### src/rtl/gen_gray_counter_ud.sv
`default_nettype none
// +----------------------------------------------------------------------------+
// | gen_gray_counter_ud: up/down Gray counter with clear, load, wrap/saturate. |
// | Revision: 1.0                                                              |
// +----------------------------------------------------------------------------+
module gen_gray_counter_ud #(
  parameter int          WIDTH    = 4,
  parameter int          SATURATE = 0,
  parameter logic [31:0] INIT     = 32'd0
) (
  input  logic             clk,
  input  logic             reset,
  input  logic             clr,
  input  logic             load,
  input  logic [WIDTH-1:0] load_val,
  input  logic             enable,
  input  logic             up,
  output logic [WIDTH-1:0] count_gray,
  output logic [WIDTH-1:0] count_bin,
  output logic             at_max,
  output logic             at_min,
  output logic             wrap
);

  localparam logic [WIDTH-1:0] c_zero = '0;
  localparam logic [WIDTH-1:0] c_max  = '1;
  localparam logic [WIDTH-1:0] c_one  = {{(WIDTH-1){1'b0}}, 1'b1};
  localparam logic [WIDTH-1:0] c_init = INIT[WIDTH-1:0];
  localparam logic [WIDTH-1:0] c_init_gray = c_init ^ (c_init >> 1);

  logic [WIDTH-1:0] r_bin;
  logic [WIDTH-1:0] r_gray;
  logic             r_at_max;
  logic             r_at_min;
  logic             r_wrap;

  logic [WIDTH-1:0] w_next_bin;
  logic [WIDTH-1:0] w_next_gray;
  logic             w_next_wrap;

  always_comb begin
    w_next_bin  = r_bin;
    w_next_wrap = 1'b0;
    if (clr) begin
      w_next_bin = c_zero;
    end else if (load) begin
      w_next_bin = load_val;
    end else if (enable) begin
      if (up) begin
        if (r_bin == c_max) begin
          if (SATURATE == 0) begin
            w_next_bin  = c_zero;
            w_next_wrap = 1'b1;
          end
        end else begin
          w_next_bin = r_bin + c_one;
        end
      end else begin
        if (r_bin == c_zero) begin
          if (SATURATE == 0) begin
            w_next_bin  = c_max;
            w_next_wrap = 1'b1;
          end
        end else begin
          w_next_bin = r_bin - c_one;
        end
      end
    end
  end

  // Gray is encoded before the flop so count_gray is a clean register output.
  assign w_next_gray = w_next_bin ^ (w_next_bin >> 1);

  always_ff @(posedge clk or posedge reset) begin
    if (reset) begin
      r_bin    <= c_init;
      r_gray   <= c_init_gray;
      r_at_max <= (c_init == c_max);
      r_at_min <= (c_init == c_zero);
      r_wrap   <= 1'b0;
    end else begin
      r_bin    <= w_next_bin;
      r_gray   <= w_next_gray;
      r_at_max <= (w_next_bin == c_max);
      r_at_min <= (w_next_bin == c_zero);
      r_wrap   <= w_next_wrap;
    end
  end

  assign count_bin  = r_bin;
  assign count_gray = r_gray;
  assign at_max     = r_at_max;
  assign at_min     = r_at_min;
  assign wrap       = r_wrap;

endmodule
`default_nettype wire

### config.mk
export PLATFORM = sky130hd
export DESIGN_NAME = gen_gray_counter_ud
export DESIGN_NICKNAME = d
export VERILOG_FILES = /design/src/rtl/gen_gray_counter_ud.sv
export SDC_FILE = /design/constraint.sdc
export NUM_CORES = 1
export LEC_CHECK = 0
export CORE_MARGIN = 1
export CORE_UTILIZATION = 44
export DETAILED_ROUTE_END_ITERATION = 16
export PLACE_DENSITY = 0.81
export SYNTH_ARGS = -nofsm -noshare
export SYNTH_HDL_FRONTEND = slang
export SYNTH_SLANG_ARGS = --single-unit
### constraint.sdc
create_clock -name clk -period 2.5 [get_ports clk]
set_clock_uncertainty 0.15 [all_clocks]
set_input_delay 0.75 -clock clk [delete_from_list [all_inputs] [get_ports clk]]
set_output_delay 0.75 -clock clk [all_outputs]
set_load 0.005 [all_outputs]
==> impl_metrics.csv <==
group,metric,value,unit
grt,grt_usage,20.2,%
grt,grt_max_degree,11,
pwr,p_comb_share,29.0,%
worst_setup_path,path_class,"in -> reg",
floorplanning,io_pins,21,
sta,finalCritPeriodShare,97.7,%
synth,syn_nets,79,
pwr,power_switching,123,uW
synth,yosys.cell_types.count,32,
sta,finalSetupTns,0,ns
clocking,cts.clk_slew.worst_paths,0.07,ns
synth,ys_seq_elements,10,
floorplanning,num_rows,13,
layout,drive_above_1_share,15.7,%
synth,synth_compound_area_share,23.0,%
min_path,hold_class,"reg -> reg",
worst_setup_path,cp_slowest_cell,"clkdlybuf4s50_1",
route,first_iter_violations,14,
worst_setup_path,cp_data_required_time,2.55,ns
route,drcViolationCount,0,
grt,grt-ovfl-total,0,
worst_setup_path,worst-path-buf-inv,1,
layout,fin_area,941,sq um
worst_setup_path,arrival,2.49,ns
synth,syn_inst,63,
grt,grt_pass1_vias,504,
synth,yosysTopAreaCell,"dfrtp_1",
clocking,clock_sinks,10,
sta,final_hold_viol_count,0,
sta,rsz0062_at_grt,"false",
floorplanning,fp.coreArea,1330,sq um
route,first_pass_iters,4,
route,routed_via_density,5.48,
grt,antenna_found_initial,0,
placement,place_area,888,sq um
pwr,powerDensity,503,nW/um^2
layout,insertedDiodeCount,0,
synth,synth_fa_ha_area_share,11.6,%
route,ant_nets,0,
pwr,leakage,0.000441,uW
sta,setup_viol,0,
sta,fmax,0.410,GHz
worst_setup_path,max_stage_delay,0.42,ns
pwr,internal_power,351,uW
synth,synth.area.top_cells,"dfrtp_1 35%, ha_1 12%, a21oi_1 4.6%",
placement,place_congestion,0.787,
worst_setup_path,cp_max_fo,2,
synth,yosys.area_share.simple,11.6,%
pwr,p_sw_share,26.0,%
floorplanning,chipWidth,40.3,um
synth,avgSynthCellArea,10.3,sq um
clocking,clk_latency,0.27,ns
worst_setup_path,setup.worst_path.start_class,"input pin",
synth,synth_area,647,sq um
pwr,pwr-share-seq,40.4,%
clocking,root_buffer,"clkbuf_4",
pwr,ir_worst_vdd,0.000308,V
worst_setup_path,cp-end-kind,"register",
sta,hold_slack,0.582,ns
layout,syn_to_final_growth,45.5,%
sta,layout_min_cycle_time,2.44,ns
route,avgRoutedWirePerCell,12.8,um
clocking,clock_path_buffers,2,
synth,synthArstFlopShare,100,%
route,wirelength,1340,um
floorplanning,dieArea,1630,sq um
layout,nFillCells,102,
clocking,postCtsSetupBuffers,0,
sta,slew_violations,0,
synth,synth_top_family_by_area,"compound AO/OA/AOI/OAI gates",
worst_setup_path,crit_chain,"clkdlybuf4s50_1 -> nand2b_4 -> or3_4 -> a311o_1 -> a21o_1 -> ha_1 -> and2_1",
floorplanning,die_h,40.3,um
placement,io_buffer_count,20,
pwr,pwr-share-clk,30.6,%
run,maxCapViolCount,0,
grt,grt_pass1_wl,2010,um
floorplanning,initial_utilization,48.5,%
synth,ys.flop_type,"dfrtp_1",
route,vias,570,
clocking,h-tree-depth,1,
sta,slew_headroom,73.9,%
synth,synth_edf_count,0,
clocking,numCtsBuffers,3,
synth,synthMuxAreaShare,1.55,%
synth,synthXorXnorAreaFrac,7.54,%
synth,yosys_warnings,0,
sta,tightest_slew,0.381,ns
worst_setup_path,path_delay_family,"simple AND/OR/NAND/NOR gates",
synth,synth_top_area_share,34.8,%
synth,seq_area_frac_synth,38.9,%
outcome,outcome,"completed",
placement,dpl.hpwl,1010,um
layout,layout.nets,106,
clocking,cts_tree,"yes",
logic make-up after synthesis:
kind of cell	count (synthesis)
compound gates	20
xor+xnor	4
fa+ha+maj	6
buf+inv	9
flops	10
mux	1
simple gates	13
stage by stage:
stage          std cells  worst slack (ns)  utilization (%)  total power [uW]
3_3_place_gp         100            -0.252             66.6               323
2_1_floorplan         63             0.224                -               257
3_5_place_dp         100            -0.270             66.6               325
6_report             104            0.0583             70.5               473
5_1_grt              104           0.00607             70.5               496
4_1_cts              104           0.00643             69.3               473
final timing paths:
path	end	slack [ns]	depth (start not counted)	from
setup reg to reg	at_min$_DFF_PP1_	0.27	8	count_bin[0]$_DFF_PP0_
max in group asynchronous	at_min$_DFF_PP1_	1.30	2	reset
hold / removal	wrap$_DFF_PP0_	0.58	2	count_bin[2]$_DFF_PP0_
min in group asynchronous	count_bin[3]$_DFF_PP0_	0.60	2	reset
setup / recovery	at_min$_DFF_PP1_	0.06	7	up
hold reg to reg	wrap$_DFF_PP0_	0.58	2	count_bin[2]$_DFF_PP0_
sequential cells by signal, indices dropped and copies added, names as in the netlist:
signal	cells
count_bin	4
at_min	1
count_gray	3
wrap	1
at_max	1
tightest hold or removal path, cell delays in order (launching register included):
cell	delay [ns]
dfrtp_1	0.46
nand4_1	0.12
a2111oi_0	0.10
area by class of cell:
type	instances	area, sq um	share of cell area (%)
Tap cell	15	18.8	1.99
Inverter	6	22.5	2.39
Clock buffer	4	36.3	3.86
Sequential cell	10	251	26.7
Multi-Input combinational cell	44	374	39.8
Timing Repair Buffer	25	238	25.3
layer usage:
| metal | vias up | routed length [um] | global-route usage, % |
|---|---|---|---|
| met2 | 22 | 652 | 33.3 |
| met5 | - | 0 | 0 |
| met1 | 264 | 581 | 24.1 |
| met3 | 5 | 71 | 3.33 |
| li1 | 279 | - | - |
| met4 | 0 | 30 | 12.5 |
synthesized netlist by cell type, drive strengths merged, types with 2 or more instances:
cell	n
a21o	3
a21oi	6
and2	2
buf	2
dfrtp	9
ha	6
inv	6
nand2	3
nand2b	3
xnor2	2
what timing repair did:
| item | CTS | global route |
|---|---|---|
| endpoints found under the hold margin | 0 | 0 |
| setup endpoints to repair | 0 | 3 |
| gates resized for setup | 0 | 3 |
| hold buffers | 0 | 0 |
cell usage in the layout, fill, tap and decap left out, drive strengths merged, types with 2 or more instances in the layout:
cell type and count:
a21o 3, a21oi 6, and2 2, buf 5
clkbuf 4, clkdlybuf4s50 20, dfrtp 9, ha 6
inv 6, nand2 3, nand2b 3, xnor2 2
power by group through the flow:
stage	registers [uW]	logic (uW)	clock network, uW
finish	191	138	145
global route	193	150	153
CTS	191	133	149
detailed placement	193	132	0
global placement	194	129	0
floorplan	193	63.7	0
Note: power is estimated with default switching activity, not from simulation.
